File: config.mk
export PLATFORM = sky130hd
export DESIGN_NAME = bcd_countdown_timer
export DESIGN_NICKNAME = d
export VERILOG_FILES = /design/src/rtl/bcd_countdown_timer.sv
export SDC_FILE = /design/constraint.sdc
export NUM_CORES = 1
export LEC_CHECK = 0
export BUFFER_PORTS_ARGS = -buffer_cell sky130_fd_sc_hd__buf_4
export CAP_MARGIN = 15
export CORE_MARGIN = 5
export CORE_UTILIZATION = 54
export CTS_CLUSTER_DIAMETER = 200
export CTS_CLUSTER_SIZE = 10
export DETAILED_ROUTE_END_ITERATION = 8
export PLACE_DENSITY = 0.8
export SYNTH_ARGS = -nofsm -noshare
export SYNTH_HDL_FRONTEND = slang
export SYNTH_SLANG_ARGS = --single-unit
export TNS_END_PERCENT = 5
File: constraint.sdc
create_clock -name clk -period 2.8 [get_ports clk]
set_input_delay 0.56 -clock clk [delete_from_list [all_inputs] [get_ports clk]]
set_output_delay 0.56 -clock clk [all_outputs]
set_load 0.005 [all_outputs]
File: src/rtl/bcd_countdown_timer.sv
// rtl/bcd_countdown_timer.sv - mm:ss packed-BCD countdown timer clocked by a 1 s tick strobe
// Optional macro TIMER_ALARM_EN adds a blinking alarm output and a 10-tick auto-return to IDLE.
module bcd_countdown_timer #(
  parameter int MAX_MIN = 99
) (
  input  logic        clk,
  input  logic        rst,
  input  logic        tick,
  input  logic        start,
  input  logic        pause,
  input  logic        clear,
  input  logic        load,
  input  logic [15:0] load_bcd,
  output logic [15:0] time_bcd,
  output logic        running,
  output logic        done,
`ifdef TIMER_ALARM_EN
  output logic        alarm,
`endif
  output logic [1:0]  state
);

  typedef enum logic [1:0] {
    IDLE    = 2'd0,
    RUN     = 2'd1,
    PAUSED  = 2'd2,
    EXPIRED = 2'd3
  } state_e;

  localparam logic [3:0] MAX_TENS = 4'(MAX_MIN / 10);
  localparam logic [3:0] MAX_ONES = 4'(MAX_MIN % 10);
  localparam logic [6:0] MAX_MIN7 = 7'(MAX_MIN);

  state_e      state_q;
  logic [15:0] time_q;
  logic        done_q;
  logic [3:0]  ld_mt, ld_mo, ld_st, ld_so;
  logic [6:0]  ld_min;
  logic [15:0] clamp_time;
  logic [15:0] dec_time;

`ifdef TIMER_ALARM_EN
  logic        alarm_q;
  logic [3:0]  acnt_q;
`endif

  // Digit clamping first, then the minutes limit on the clamped decimal value.
  always_comb begin
    ld_mt  = (load_bcd[15:12] > 4'd9) ? 4'd9 : load_bcd[15:12];
    ld_mo  = (load_bcd[11:8]  > 4'd9) ? 4'd9 : load_bcd[11:8];
    ld_st  = (load_bcd[7:4]   > 4'd5) ? 4'd5 : load_bcd[7:4];
    ld_so  = (load_bcd[3:0]   > 4'd9) ? 4'd9 : load_bcd[3:0];
    ld_min = 7'(ld_mt) * 7'd10 + 7'(ld_mo);
    if (ld_min > MAX_MIN7) begin
      clamp_time = {MAX_TENS, MAX_ONES, ld_st, ld_so};
    end else begin
      clamp_time = {ld_mt, ld_mo, ld_st, ld_so};
    end
  end

  always_comb begin
    dec_time = time_q;
    if (time_q[3:0] != 4'd0) begin
      dec_time[3:0] = time_q[3:0] - 4'd1;
    end else begin
      dec_time[3:0] = 4'd9;
      if (time_q[7:4] != 4'd0) begin
        dec_time[7:4] = time_q[7:4] - 4'd1;
      end else begin
        dec_time[7:4] = 4'd5;
        if (time_q[11:8] != 4'd0) begin
          dec_time[11:8] = time_q[11:8] - 4'd1;
        end else begin
          dec_time[11:8]  = 4'd9;
          dec_time[15:12] = time_q[15:12] - 4'd1;
        end
      end
    end
  end

  always_ff @(posedge clk or posedge rst) begin
    if (rst) begin
      time_q  <= '0;
      state_q <= IDLE;
      done_q  <= 1'b0;
`ifdef TIMER_ALARM_EN
      alarm_q <= 1'b0;
      acnt_q  <= '0;
`endif
    end else begin
      done_q <= 1'b0;
      if (clear) begin
        time_q  <= '0;
        state_q <= IDLE;
      end else if (load) begin
        if (state_q != RUN) begin
          time_q  <= clamp_time;
          state_q <= IDLE;
        end
      end else if (pause) begin
        if (state_q == RUN) state_q <= PAUSED;
      end else if (start) begin
        if ((state_q == IDLE || state_q == PAUSED) && time_q != '0) state_q <= RUN;
      end else if (tick) begin
        if (state_q == RUN) begin
          time_q <= dec_time;
          if (dec_time == '0) begin
            state_q <= EXPIRED;
            done_q  <= 1'b1;
`ifdef TIMER_ALARM_EN
            alarm_q <= 1'b1;
            acnt_q  <= '0;
`endif
          end
`ifdef TIMER_ALARM_EN
        end else if (state_q == EXPIRED) begin
          if (acnt_q == 4'd9) begin
            state_q <= IDLE;
            alarm_q <= 1'b0;
          end else begin
            acnt_q  <= acnt_q + 4'd1;
            alarm_q <= ~alarm_q;
          end
`endif
        end
      end
    end
  end

  assign time_bcd = time_q;
  assign state    = state_q;
  assign running  = (state_q == RUN);
  assign done     = done_q;
`ifdef TIMER_ALARM_EN
  // Blink phase is only meaningful while expired; elsewhere the output is held low.
  assign alarm    = alarm_q & (state_q == EXPIRED);
`endif

endmodule
# After elaboration in Yosys (flattened, before gate mapping)
# Cells that the tools add are included.
# W data, S select, Z words.
# word_totals
reg_bits,19
in_bits,23
output_inout_bits,20
# classes
add_sub_neg,5
mul,1
magnitude_cmp,5
n_eq_ne,8
mux,35
reduce_logical,15
# ops
cell,n
$mux W16,8
$mux W4,8
$mux W2,10
$logic_not A16 Y1,1
$reduce_bool A16 Y1,1
$reduce_bool A4 Y1,4
$sub A4 B1 Y4 const B,4
$gt A4 B4 Y1 const B,3
$mux W12,1
$reduce_bool A5 Y1,2
$mux W8,1
$add A7 B4 Y7,1
$gt A7 B7 Y1 const B,1
$mux W1,7
$mul A4 B3 Y6 const B,1
$ne A3 B1 Y1 const B,2
$reduce_and A6 Y1,1
$reduce_bool A3 Y1,2
$ne A5 B1 Y1 const B,1
$reduce_and A5 Y1,1
$gt A4 B3 Y1 const B,1
$ne A4 B1 Y1 const B,1
$ne A3 B2 Y1 const B,1
$eq A2 B1 Y1 const B,1
other kinds (5),5

# Logic depth before layout (Yosys ltp)
# logic_depth
word_depth,12
mapped_depth,10
depth_no_buf,10

# Worst setup path before layout
# Ideal clock, no wire load.
# synth_timing
kind,input -> register
startpoint,in load_bcd[13]
endpoint,reg time_q[12] (netlist: time_bcd[12])
arrival_time_ns,2.833
required_ns,2.674
setup_slack_ns,-0.159
path_stages,10
n_path_buf,0
cell_sequence,o21ai_0 > nand2b_1 > ha_1 > ha_1 > or2_1 > a2111o_1 > o211a_1 > a2111oi_4 > o31ai_2 > o311a_1
# synth_via
elab_chain_cells,9
# synth_lines
item,line_no,rtl
start: declaration,13,"input logic [15:0] load_bcd,"
$gt A4 B4 Y1,49,ld_mt = (load_bcd[15:12] > 4'd9) ? 4'd9 : load_bcd[15:12];
$mux W4 *,49,
$mul A4 B3 Y6,53,ld_min = 7'(ld_mt) * 7'd10 + 7'(ld_mo);
$add A7 B4 Y7,53,
$gt A7 B7 Y1,54,if (ld_min > MAX_MIN7) begin
$mux W16 *,54,
$mux W16 *,96,if (state_q != RUN) begin
$mux W16 *,95,end else if (load) begin
$mux W16 *,92,if (clear) begin
end signal: assignment,97,time_q <= clamp_time;
end signal: assignment,106,time_q <= dec_time;
end: declaration,35,logic [15:0] time_q;
# Every way passes the cells marked *; elsewhere a longest branch is shown, timed or not. The select of a mux whose other input is x is not followed.
# A chain may end at the register's enable or synchronous reset.

# Worst setup path in the final report
# layout_timing
startpoint,in load_bcd[13]
endpoint,reg time_q[15] (netlist: time_bcd[15])
# The elaborated chain is that of the path after synthesis.

==> results by group <==
Clocking
  • Post-CTS setup buffers: 0
  • Clock sink count: 19
  • Clock latency on the worst-skew pair: 0.31 ns
  • CTS tree: built
  • Clock H-tree levels: 1
  • CTS Hold Bufs: 0
  • CTS Buf Count: 3
  • CTS resizes: 0
  • Clk slew on worst S/H paths: 0.13 ns
  • Clock buffer depth: 2
  • Clock root buffer: clkbuf_4

Power
  • Power Dens Cells: 406 nW/µm²
  • Clock power frac: 16.7%
  • Final Power: 0.924 mW
  • Switching share of power: 39.5%
  • NetSw: 0.365 mW
  • Reg power frac: 37.2%
  • Leakage dissipation: 1.01 nW
  • Internal power: 0.559 mW
  • Combinational power share: 46.1%
  • Worst VDD drop: 0.226 mV

Critical path
  • R2R depth: 6
  • Slowest-stage cell, CP: a2111o_1
  • Worst-path cell chain: buf_4 > o21ai_1 > nand2b_1 > ha_1 > ha_4 > or2_1 > a2111o_1 > o211a_1 > a2111oi_4 > o31ai_4 > o311a_1
  • Startpoint type of the worst setup path: primary input
  • CP Max Fanout: 6
  • Crit. End Element: register
  • Critical path arrival: 2.83 ns
  • CP max stage delay: 0.35 ns
  • Crit path kind: in2reg
  • Critical Path RT: 3.00 ns

Placed design
  • Pre-CTS WS: -0.171 ns
  • PortBufs: 42
  • Placed inst area: 2250 µm²
  • GPL Wtd Cong: 0.822
  • DP HPWL: 3820 µm

STA
  • Tmin final: 2.63 ns
  • Crit share post-route: 93.8%
  • Slew HR: 48.8%
  • Setup ws final: 0.172 ns
  • Final setup vio count: 0
  • Worst-Margin Slew: 0.767 ns
  • Unrepaired setup endpoints after global routing: no
  • Max Freq: 381 MHz
  • WHS: 0.371 ns
  • Hold Fails Final Rpt: 0
  • Fin. max-slew vios: 0
  • Worst Skew: 0.00760 ns

Layout
  • Share of cells above drive strength 1: 29.7%
  • Fin nets: 301
  • Area delta synth->final: 27.6%
  • Design Area, Final: 2270 µm²
  • ANT cells: 0
  • Fill cell count: 277

Drt
  • Number of vias per cell: 5.92
  • Drt total wl: 4920 µm
  • Routed Antenna Nets: 0
  • Detailed Routing Iterations Pass 1: 4
  • Initial drt markers: 166
  • Total number of vias: 1852
  • Wire per inst: 15.7 µm
  • DRC: 0

Yosys
  • Post-Syn Area: 1780 µm²
  • Largest family of logic cells by synthesized area: compound AO/OA/AOI/OAI gates
  • Post-Synth Adder-Cell Area: 6.04%
  • Sequential share of the synthesized area: 26.7%
  • Synth Area in Compound Gates: 28.8%
  • Yosys Warn Count: 0
  • Ranking of synthesized cells by area: dfrtp_1 27%, nor2_1 5.3%, o21ai_0 5.1%
  • Synth area leader: dfrtp_1
  • Multiplexer share of the synthesized area: 0.561%
  • Number of synthesized register bits: 19
  • Synth Area in Simple Gates: 27.7%
  • Number of flops mapped to enable cells by yosys: 0
  • Yosys cell types: 64
  • Syn_nets: 248
  • Asr flop ratio synth: 100%
  • Post-synthesis xor/xnor area fraction: 3.93%
  • Most used flip-flop cell after synthesis: dfrtp_1
  • Post-synth top area share: 26.7%
  • Avg Inst Size Synth: 8.22 µm²
  • Gate Count Post-Synth: 217

Min path
  • Hold Path Class: in2async

Floorplan
  • DIE AREA: 4550 µm²
  • Starting Density: 57.5%
  • Die height: 67.5 µm
  • Ports: 43
  • Row cnt: 20
  • Floorplan core area: 3100 µm²
  • Die Wd: 67.5 µm

Global route
  • Antenna violations before repair: 0
  • Global route total overflow: 0
  • Largest net degree at the start of global routing: 20
  • Vias in the first global route: 1651
  • First-pass GRT wire length: 7910 µm
  • Tot GR Track Use: 22.8%

Run
  • Maxcap violations: 0

Status
  • Status: completed
-- final cells by class --
type	instances	area (µm²)	area share, %
multi-input combinational	175	1230	54.2
tap	44	55.1	2.42
inverter	13	48.8	2.15
clock buffer	4	26.3	1.16
sequential	19	475	20.9
timing repair buffer	58	435	19.1
-- through the flow --
step           instances  TNS [ns]  util, %
6_report             313         0     73.3
5_1_grt              313         0     73.3
4_1_cts              313         0     73.3
3_5_place_dp         309     -1.06     72.5
3_3_place_gp         309    -0.893     72.5
2_1_floorplan        217         0        -
-- sequential cells by signal (all words and copies together) (netlist names) --
name / cells
done: 1
time_bcd: 16
state: 2
-- path summary, 6_finish.rpt --
kind,from,endpoint,slack (ns)
min in group clk,pause,state[0]$_DFFE_PP0P_,0.44
hold / removal,rst,time_bcd[5]$_DFFE_PP0P_,0.37
hold reg to reg,time_bcd[8]$_DFFE_PP0P_,time_bcd[8]$_DFFE_PP0P_,0.59
max in group asynchronous,rst,time_bcd[14]$_DFFE_PP0P_,1.95
setup reg to reg,time_bcd[6]$_DFFE_PP0P_,time_bcd[12]$_DFFE_PP0P_,0.46
setup / recovery,load_bcd[13],time_bcd[15]$_DFFE_PP0P_,0.17
-- worst max-delay path, delay by kind of cell --
family / cells / cell delay [ns]
buf+inv: 1 / 0.12
compound gates: 6 / 1.35
fa+ha+maj: 2 / 0.50
simple gates: 2 / 0.29
-- power by group through the flow --
stage	Combinational (mW)	Sequential [mW]	Clock, mW
CTS	0.425	0.343	0.155
global placement	0.417	0.347	0
finish	0.426	0.344	0.154
global route	0.473	0.348	0.170
detailed placement	0.423	0.348	0
floorplan	0.291	0.335	0
-- routing by layer --
metal	vias up	wire length (µm)	global-route usage (%)
li1	908	-	-
met1	869	2130	29.4
met4	0	68	6.84
met2	69	2380	39.9
met5	-	0	0
met3	6	330	2.33
-- synthesized netlist by cell type (all sizes together) (3+ instances only) --
library cell  instances
nor4                  5
xnor2                 4
nand2b                4
buf                   5
and2b                 5
xor2                  4
a21oi                10
dfrtp                19
a31oi                 3
o31ai                 3
or4                   3
nand3                 3
o21ai                20
nor3                  9
nor2                 26
o211ai                4
nand3b                3
o311a                 3
or2                   4
ha                    7
nand2                16
inv                  13
clkbuf                5
-- placed cells by master, fill, tap and decap left out, types with 3 or more instances in the layout --
cell type  instances
nand2b_1           4
a21oi_1           10
o21ai_0           17
ha_1               5
xor2_1             4
clkbuf_4           3
nand3b_1           3
xnor2_1            4
a31oi_1            3
o211ai_1           4
nor2_1            25
or2_2              3
nor4_1             3
nor3_1             9
nand2_1           16
o21ai_1            3
dfrtp_1           19
buf_4             58
inv_1             13
o311a_1            3
nand3_1            3
-- cell families after synthesis --
logic type      Yosys count
xor+xnor                  8
buf+inv                  23
compound gates           70
flops                    19
fa+ha+maj                 8
other cells               1
mux                       1
simple gates             87
No activity file was read; power rests on OpenSTA's default activity.
